## src/rtl/ram_port_arbiter.sv

```systemverilog
// Two-requester arbiter sharing a single RAM port, with lock-based ownership
// bounded by MAX_HOLD while the other requester waits.
module ram_port_arbiter #(
    parameter int unsigned ADDR_WIDTH = 8,
    parameter int unsigned DATA_WIDTH = 32,
    parameter int unsigned MAX_HOLD   = 4
) (
    input  logic                  clk,
    input  logic                  rst,
    input  logic                  r0_req,
    input  logic                  r0_we,
    input  logic                  r0_lock,
    input  logic [ADDR_WIDTH-1:0] r0_addr,
    input  logic [DATA_WIDTH-1:0] r0_wdata,
    output logic                  r0_gnt,
    output logic                  r0_rvalid,
    output logic [DATA_WIDTH-1:0] r0_rdata,
    input  logic                  r1_req,
    input  logic                  r1_we,
    input  logic                  r1_lock,
    input  logic [ADDR_WIDTH-1:0] r1_addr,
    input  logic [DATA_WIDTH-1:0] r1_wdata,
    output logic                  r1_gnt,
    output logic                  r1_rvalid,
    output logic [DATA_WIDTH-1:0] r1_rdata,
    output logic                  mem_en,
    output logic                  mem_we,
    output logic [ADDR_WIDTH-1:0] mem_addr,
    output logic [DATA_WIDTH-1:0] mem_wdata,
    input  logic [DATA_WIDTH-1:0] mem_rdata
);

    localparam int unsigned HOLD_W = $clog2(MAX_HOLD) + 1;
    localparam int unsigned INC_W  = HOLD_W + 1;

    typedef enum logic [1:0] {
        IDLE = 2'd0,
        OWN0 = 2'd1,
        OWN1 = 2'd2
    } state_t;

    state_t              state_q;
    state_t              state_d;
    logic                last_gnt_q;
    logic                last_gnt_d;
    logic [HOLD_W-1:0]   hold_q;
    logic [HOLD_W-1:0]   hold_d;
    logic                rvalid0_q;
    logic                rvalid1_q;
    logic [DATA_WIDTH-1:0] rdata0_q;
    logic [DATA_WIDTH-1:0] rdata1_q;

    logic              g0;
    logic              g1;
    logic              gnt_lock;
    logic              other_req;
    state_t            own_state;
    logic [INC_W-1:0]  hold_inc;

    // Grant selection: owner first, then single requester, then round-robin.
    always_comb begin
        g0 = 1'b0;
        g1 = 1'b0;
        if (!rst) begin
            if (state_q == OWN0 && r0_req) begin
                g0 = 1'b1;
            end else if (state_q == OWN1 && r1_req) begin
                g1 = 1'b1;
            end else if (r0_req && !r1_req) begin
                g0 = 1'b1;
            end else if (r1_req && !r0_req) begin
                g1 = 1'b1;
            end else if (r0_req && r1_req) begin
                g0 = last_gnt_q;
                g1 = !last_gnt_q;
            end
        end
    end

    // Next ownership state and hold accounting.
    always_comb begin
        state_d    = IDLE;
        hold_d     = '0;
        last_gnt_d = last_gnt_q;
        gnt_lock   = g0 ? r0_lock : r1_lock;
        other_req  = g0 ? r1_req : r0_req;
        own_state  = g0 ? OWN0 : OWN1;
        hold_inc   = INC_W'({1'b0, hold_q}) + INC_W'(1);
        if (g0 || g1) begin
            last_gnt_d = g1;
            if (gnt_lock) begin
                if (!other_req) begin
                    state_d = own_state;
                    hold_d  = (hold_inc >= INC_W'(MAX_HOLD)) ? HOLD_W'(MAX_HOLD)
                                                              : HOLD_W'(hold_inc);
                end else if (hold_inc < INC_W'(MAX_HOLD)) begin
                    state_d = own_state;
                    hold_d  = HOLD_W'(hold_inc);
                end
            end
        end
    end

    always_ff @(posedge clk) begin
        if (rst) begin
            state_q    <= IDLE;
            last_gnt_q <= 1'b1;
            hold_q     <= '0;
            rvalid0_q  <= 1'b0;
            rvalid1_q  <= 1'b0;
            rdata0_q   <= '0;
            rdata1_q   <= '0;
        end else begin
            state_q    <= state_d;
            last_gnt_q <= last_gnt_d;
            hold_q     <= hold_d;
            rvalid0_q  <= g0 && !r0_we;
            rvalid1_q  <= g1 && !r1_we;
            if (g0 && !r0_we) begin
                rdata0_q <= mem_rdata;
            end
            if (g1 && !r1_we) begin
                rdata1_q <= mem_rdata;
            end
        end
    end

    // RAM port mux; zero when idle.
    always_comb begin
        mem_en    = g0 || g1;
        mem_we    = 1'b0;
        mem_addr  = '0;
        mem_wdata = '0;
        if (g0) begin
            mem_we    = r0_we;
            mem_addr  = r0_addr;
            mem_wdata = r0_wdata;
        end else if (g1) begin
            mem_we    = r1_we;
            mem_addr  = r1_addr;
            mem_wdata = r1_wdata;
        end
    end

    // Reset in the cycle after a read must hide that read's response.
    assign r0_gnt    = g0;
    assign r1_gnt    = g1;
    assign r0_rvalid = rvalid0_q && !rst;
    assign r1_rvalid = rvalid1_q && !rst;
    assign r0_rdata  = rst ? '0 : rdata0_q;
    assign r1_rdata  = rst ? '0 : rdata1_q;

endmodule

```

## config.mk

```make
export PLATFORM = sky130hd
export DESIGN_NAME = ram_port_arbiter
export DESIGN_NICKNAME = d
export VERILOG_FILES = /design/src/rtl/ram_port_arbiter.sv
export SDC_FILE = /design/constraint.sdc
export NUM_CORES = 1
export LEC_CHECK = 0
export ABC_CLOCK_PERIOD_IN_PS = 2480
export BUFFER_PORTS_ARGS = -buffer_cell sky130_fd_sc_hd__buf_2
export CELL_PAD_IN_SITES_DETAIL_PLACEMENT = 1
export CELL_PAD_IN_SITES_GLOBAL_PLACEMENT = 1
export CORE_ASPECT_RATIO = 0.6
export CORE_UTILIZATION = 29
export CTS_CLUSTER_DIAMETER = 40
export DETAILED_ROUTE_END_ITERATION = 6
export PLACE_DENSITY = 0.79
export SYNTH_ARGS = -nofsm -noshare
export SYNTH_HDL_FRONTEND = slang
export SYNTH_SLANG_ARGS = --single-unit
```

## constraint.sdc

```tcl
create_clock -name clk -period 2.48 [get_ports clk]
set_clock_uncertainty 0.2 [all_clocks]
set_input_delay 0 -clock clk [delete_from_list [all_inputs] [get_ports clk]]
set_output_delay 0 -clock clk [all_outputs]
set_load 0.005 [all_outputs]
```

==> metrics.csv, run 1 <==
stage,metric,value,unit
timing,hold_slack,0.08015,ns
place,postPlaceCellArea,4524,um^2
synth,yosysTopAreaCellShare,43.89,%
final_layout,antenna_cells,0,
timing,maxSlewViolCount,0,
detailed_routing,drt_first_pass_iters,4,
clock_tree,root_buffer,clkbuf_16,
synth,ys_seq_area_share,43.89,%
timing,rsz0062_at_grt,no,
timing,min_period,2.317,ns
timing,finalSetupTns,0,ns
final_layout,syn2layout_area_growth,60.11,%
worst_hold_path,min_path_type,primary input to flip-flop,
floorplanning,dieArea,11770,um^2
grt,grt_usage,19.98,%
final_layout,final_area,5259,um^2
synth,synth_seq_cells,72,
synth,ys.warnings.count,0,
critical_path,worst-setup-path-type,primary input to flip-flop,
critical_path,crit_family,buffers and inverters,
detailed_routing,routed_via_density,4.648,
grt,antenna_found_initial,0,
grt,grt_pass1_wl,18250,um
pwr,p_sw,708.9,uW
clock_tree,clk_latency,0.33,ns
clock_tree,cts_tree,done,
synth,synthMostInstantiatedCell,dfxtp_1,
timing,max_slew_margin,68.54,%
place,gp_congestion,0.7182,
timing,max_freq,431.7,MHz
detailed_routing,drt-initial-drc-count,138,
synth,synth_edf_count,0,
grt,grt_max_degree,48,
grt,grt_pass1_vias,3464,
critical_path,cp_common_cell,dlygate4sd3_1,
floorplanning,fp.dieW,139.4,um
synth,syn_avg_cell_area,11.02,um^2
synth,netlist_instances,298,
clock_tree,cts_sinks,72,
clock_tree,clk_pin_slew,0.06,ns
detailed_routing,antenna_left,0,
critical_path,cp-end-kind,flip-flop,
critical_path,worstPathArrival,2.38,ns
pwr,seqPwrFrac,39.7,%
detailed_routing,route.detailed.drc,0,
synth,synth.distinct_cells,26,
pwr,comb_power_share,15.6,%
pwr,peakVddDrop,0.0003458,V
pwr,p_int,2.390,mW
synth,synth_area,3284,um^2
final_layout,nets,683,
run,maxCapViolations,0,
clock_tree,cts_buffers,9,
synth,synthesis.nets,419,
detailed_routing,vias,3277,
critical_path,worst-path-buf-inv,4,
synth,synth-async-reset-ratio,0,%
critical_path,cp_data_required_time,2.55,ns
place,io_buffers,229,
critical_path,cp_max_fo,45,
timing,worst_pin_slew,0.4718,ns
timing,final_hold_viol_count,0,
pwr,switching_share,22.88,%
grt,grt-ovfl-total,0,
critical_path,cpMaxStageDelayCell,dlygate4sd3_1,
clock_tree,clockBufferDepth,2,
detailed_routing,wl,11810,um
synth,synth-main-ff-cell,dfxtp_1,
critical_path,startpoint_type,primary input,
floorplanning,core_area,10780,um^2
floorplanning,die_h,84.44,um
status,status,"complete, no violations",
final_layout,fillCellCount,1288,
timing,setup_viol,0,
synth,synth_area_leaders,"dfxtp_1, mux2_1, nor2b_1, a22o_1, mux2_2",
critical_path,crit_chain,dlygate4sd3_1 > buf_2 > and2b_1 > a221oi_4 > buf_6 > nand2_1 > a21oi_1 > dlygate4sd3_1,
synth,synth_common_cells,"dfxtp_1, nor2b_1, mux2_1, a22o_1, clkbuf_1",
pwr,p_leak,2.780,nW
final_layout,final_layout_size_suffix_gt1_share,47.00,%
clock_tree,htree_levels,3,
synth,yosysTopAreaCell,dfxtp_1,
floorplanning,boundaryPins,230,
timing,fin_crit_sh,93.41,%
detailed_routing,routedWlPerCell,16.76,um
pwr,power_per_cell_area,589.2,nW/um^2
pwr,pwr-share-clk,44.7,%
floorplanning,rows,29,
final_layout,fin_util,48.80,%
floorplanning,start_util,30.48,%
critical_path,slowest_delay,0.59,ns
clock_tree,cts_setup_buffers,0,
place,dp_hpwl,8681,um
## cells in the final DEF (no fill, tap or decap), types with 2 or more instances in the layout
| master | netlist | routed |
|---|---|---|
| a21oi_1 | 4 | 4 |
| a22o_1 | 41 | 41 |
| a22oi_1 | 2 | 2 |
| buf_2 | 1 | 229 |
| buf_4 | 1 | 6 |
| bufinv_16 | 0 | 2 |
| clkbuf_16 | 0 | 9 |
| dfxtp_1 | 72 | 72 |
| dlygate4sd3_1 | 0 | 41 |
| mux2_1 | 56 | 56 |
| mux2_2 | 8 | 8 |
| nand2_1 | 5 | 5 |
| nand2b_1 | 2 | 2 |
| nor2_1 | 3 | 3 |
| nor2b_1 | 69 | 67 |
| nor2b_4 | 0 | 2 |
| or2_2 | 2 | 2 |
## worst paths after layout
check                   startpoint                 endpoint  slack, ns  cells past startpoint
max                         r1_req    state_q[0]$_SDFF_PP0_       0.16                      8
min                            rst  last_gnt_q$_SDFFE_PP1P_       0.08                      2
max reg2reg  state_q[1]$_SDFF_PP0_    state_q[1]$_SDFF_PP0_       0.21                      6
min reg2reg   hold_q[0]$_SDFF_PP0_     hold_q[0]$_SDFF_PP0_       0.29                      1
## metrics by stage
step                instances  worst slack [ns]  power (mW)
finish                    705            0.1633       3.099
global route              705           0.04687       3.259
detailed placement        649            0.5166       1.686
global placement          649            0.5743       1.668
floorplan                 298            0.5207       1.459
CTS                       705            0.1184       3.141
## flip-flops by register name, indices dropped and copies added, names as in the netlist
| signal | cells |
|---|---|
| rvalid1_q | 1 |
| rdata0_q | 32 |
| rdata1_q | 32 |
| hold_q | 3 |
| last_gnt_q | 1 |
| rvalid0_q | 1 |
| state_q | 2 |
## power by group through the flow
| stage | clock network (mW) | registers [mW] | logic [mW] |
|---|---|---|---|
| final | 1.38 | 1.23 | 0.484 |
| after global placement | 0 | 1.25 | 0.416 |
| after global routing | 1.50 | 1.24 | 0.524 |
| after detailed placement | 0 | 1.26 | 0.430 |
| after floorplan | 0 | 1.25 | 0.209 |
| after CTS | 1.43 | 1.23 | 0.484 |
## area by class of cell
class | instances | area (um^2) | area share, %
Sequential cell | 72 | 1441 | 27.41
Clock buffer | 10 | 239.0 | 4.544
Multi-Input combinational cell | 201 | 1707 | 32.45
Clock inverter | 5 | 81.33 | 1.547
Inverter | 1 | 3.754 | 0.07138
Timing Repair Buffer | 277 | 1613 | 30.67
Tap cell | 139 | 173.9 | 3.307
## layer usage
layer  up-vias  GRT usage [%]  wire length, um
met2        88          33.76             5662
li1       1579              -                -
met3        13          7.587              780
met5         -              0                0
met4         0          4.949              112
met1      1597          23.96             5259
## logic make-up (layout without fill, tap and decap cells)
kind of cell | count (synthesis) | count (layout) | share of synthesized area (%)
AOI/OAI and AO/OA | 50 | 50 | 13.29
and+or+nand+nor | 86 | 86 | 15.89
muxes | 64 | 64 | 21.94
buffers and inverters | 25 | 293 | 4.609
DFF | 72 | 72 | 43.89
adders and majority gates | 1 | 1 | 0.3809
## timing repair
action,in CTS,in global routing
resized for setup,0,1
endpoints found under the setup margin,0,1
endpoints found under the hold margin,72,0
hold buffers,41,0
(Power assumes the default switching activity.)
==> run 2, diff against run 1 <==
--- a/config.mk
+++ b/config.mk
@@ -13,7 +13,9 @@
 export CORE_UTILIZATION = 29
 export CTS_CLUSTER_DIAMETER = 40
 export DETAILED_ROUTE_END_ITERATION = 6
+export GPL_TIMING_DRIVEN = 0
 export PLACE_DENSITY = 0.79
+export REMOVE_ABC_BUFFERS = 1
 export SYNTH_ARGS = -nofsm -noshare
 export SYNTH_HDL_FRONTEND = slang
 export SYNTH_SLANG_ARGS = --single-unit
==> run 2 against run 1 <==
Against the previous run: final cell count shrank 0.14%; first-iteration DRC count shrank 27%; core utilization grew 0.46 points; sequential cell count is the same; fmax shrank 2.9%; sequential share of layout area shrank 0.26 points; die area is the same; critical path type is now flip-flop to flip-flop.
==> metrics.csv, run 2 (synthesized netlist as in run 1, its figures left out) <==
stage,metric,value,unit
status,status,"complete, no violations",
pwr,p_leak,2.780,nW
place,io_buffers,229,
timing,worst_pin_slew,1.246,ns
timing,min_period,2.387,ns
place,dp_hpwl,8495,um
floorplanning,die_h,84.44,um
final_layout,antenna_cells,0,
pwr,comb_power_share,16.1,%
final_layout,final_cell_mix,"buf_2, dfxtp_1, nor2b_1",
grt,grt_usage,20.46,%
detailed_routing,antenna_left,0,
pwr,p_sw,732.6,uW
grt,antenna_found_initial,0,
run,maxCapViolations,0,
worst_hold_path,min_path_type,primary input to output port,
critical_path,worstPathArrival,2.46,ns
final_layout,fin_util,49.26,%
timing,setup_viol,0,
detailed_routing,routedWlPerCell,17.35,um
clock_tree,clk_pin_slew,0.06,ns
critical_path,startpoint_type,flip-flop,
floorplanning,start_util,30.48,%
floorplanning,dieArea,11770,um^2
place,pre_cts_slack,-0.7001,ns
clock_tree,cts_tree,done,
grt,grt_pass1_wl,18630,um
pwr,pwr-share-clk,44.3,%
timing,final_hold_viol_count,0,
critical_path,slowest_delay,0.64,ns
critical_path,cp-end-kind,flip-flop,
detailed_routing,routed_via_density,4.734,
floorplanning,fp.dieW,139.4,um
grt,grt_pass1_vias,3512,
floorplanning,core_area,10780,um^2
detailed_routing,vias,3333,
pwr,peakVddDrop,0.0003916,V
pwr,power_per_cell_area,586.2,nW/um^2
critical_path,cpMaxStageDelayCell,o221a_2,
final_layout,top_regs,"rdata0_q: 32 flops, rdata1_q: 32 flops, hold_q: 3 flops",
detailed_routing,drt-initial-drc-count,101,
clock_tree,clk_latency,0.33,ns
critical_path,crit_chain,nor2b_2 > o221a_2 > nand2_1 > a21oi_1 > dlygate4sd3_1,
timing,rsz0062_at_grt,yes,
critical_path,worst-setup-path-type,flip-flop to flip-flop,
final_layout,syn2layout_area_growth,61.64,%
detailed_routing,drt_first_pass_iters,4,
critical_path,cp_max_fo,23,
clock_tree,htree_levels,3,
timing,maxSlewViolCount,0,
pwr,seqPwrFrac,39.6,%
final_layout,instances_no_fill,704,
final_layout,nets,681,
grt,grt_max_degree,71,
timing,setup_ws,0.09307,ns
clock_tree,cts_sinks,72,
final_layout,final_area,5309,um^2
timing,max_slew_margin,16.91,%
timing,fin_crit_sh,96.25,%
clock_tree,root_buffer,clkbuf_16,
floorplanning,rows,29,
floorplanning,boundaryPins,230,
detailed_routing,route.detailed.drc,0,
critical_path,cp_data_required_time,2.55,ns
clock_tree,clockBufferDepth,2,
detailed_routing,wl,12220,um
timing,max_freq,418.9,MHz
pwr,p_total,3.112,mW
place,postPlaceCellArea,4539,um^2
place,dpl.cell_count,645,
grt,grt-ovfl-total,0,
place,gp_congestion,0.6914,
pwr,p_int,2.380,mW
final_layout,final_common_cell,buf_2,
final_layout,final_layout_size_suffix_gt1_share,47.26,%
pwr,switching_share,23.54,%
clock_tree,cts_buffers,9,
run 2: cell count changes in the layout (fill, tap and decap cells not counted), moves of 2 or more:
cell           delta
buf_12            +2
buf_4             -5
clkinv_4          +2
dlygate4sd3_1     -2
run 2: layout make-up:
cell class | count | area, um^2
clock buffers | 10 | 229.0
clock inverters | 6 | 93.84
fillers | 1255 | 5468
inverters | 1 | 3.754
multi-input cells | 204 | 1755
flip-flops and latches | 72 | 1441
well taps | 139 | 173.9
repair buffers | 272 | 1612
run 2: worst paths after layout:
kind,cells past startpoint,to,startpoint,slack (ns)
min,3,mem_wdata[2],r0_wdata[2],0.08
min reg2reg,1,hold_q[0]$_SDFF_PP0_,hold_q[0]$_SDFF_PP0_,0.28
max,5,state_q[1]$_SDFF_PP0_,state_q[1]$_SDFF_PP0_,0.09
max reg2reg,5,state_q[1]$_SDFF_PP0_,state_q[1]$_SDFF_PP0_,0.09
run 2: critical path, delay by kind of cell, from the launching register on:
family,cells,cell delay [ns]
DFF,1,0.31
buffers and inverters,1,0.55
and+or+nand+nor,2,0.49
AOI/OAI and AO/OA,2,0.77
run 2: metal layers:
| metal | wire length (um) | track usage (%) | up-vias | share of wire [%] |
|---|---|---|---|---|
| li1 | - | - | 1582 | - |
| met5 | 0 | 0 | - | 0 |
| met4 | 100 | 4.343 | 0 | 0.82 |
| met1 | 5411 | 24.53 | 1642 | 44 |
| met2 | 6020 | 35.63 | 97 | 49 |
| met3 | 683 | 6.845 | 12 | 5.6 |
run 2: power by group through the flow:
stage          Clock (mW)  Combinational, mW  Sequential, mW
2_1_floorplan           0              0.182            1.25
4_1_cts              1.43              0.499            1.23
3_3_place_gp            0              0.404            1.25
3_5_place_dp            0              0.437            1.26
5_1_grt              1.47              0.544            1.24
6_report             1.38              0.502            1.23
run 2: per-stage QoR:
step	TNS [ns]	hold slack [ns]
floorplan	-78.94	-0.1698
global placement	-182.26	0.01868
detailed placement	-36.76	0.03243
CTS	0	0.08189
global route	-0.03943	0.09187
finish	0	0.08146
run 2: repair_timing:
| action | in CTS | in global routing |
|---|---|---|
| gates cloned | 2 | 1 |
| hold endpoints to repair | 72 | 0 |
| hold buffers | 39 | 0 |
| setup endpoints to repair | 87 | 26 |
| pin swaps | 2 | 0 |
| resized for setup | 1 | 1 |
| buffers inserted | 1 | 0 |
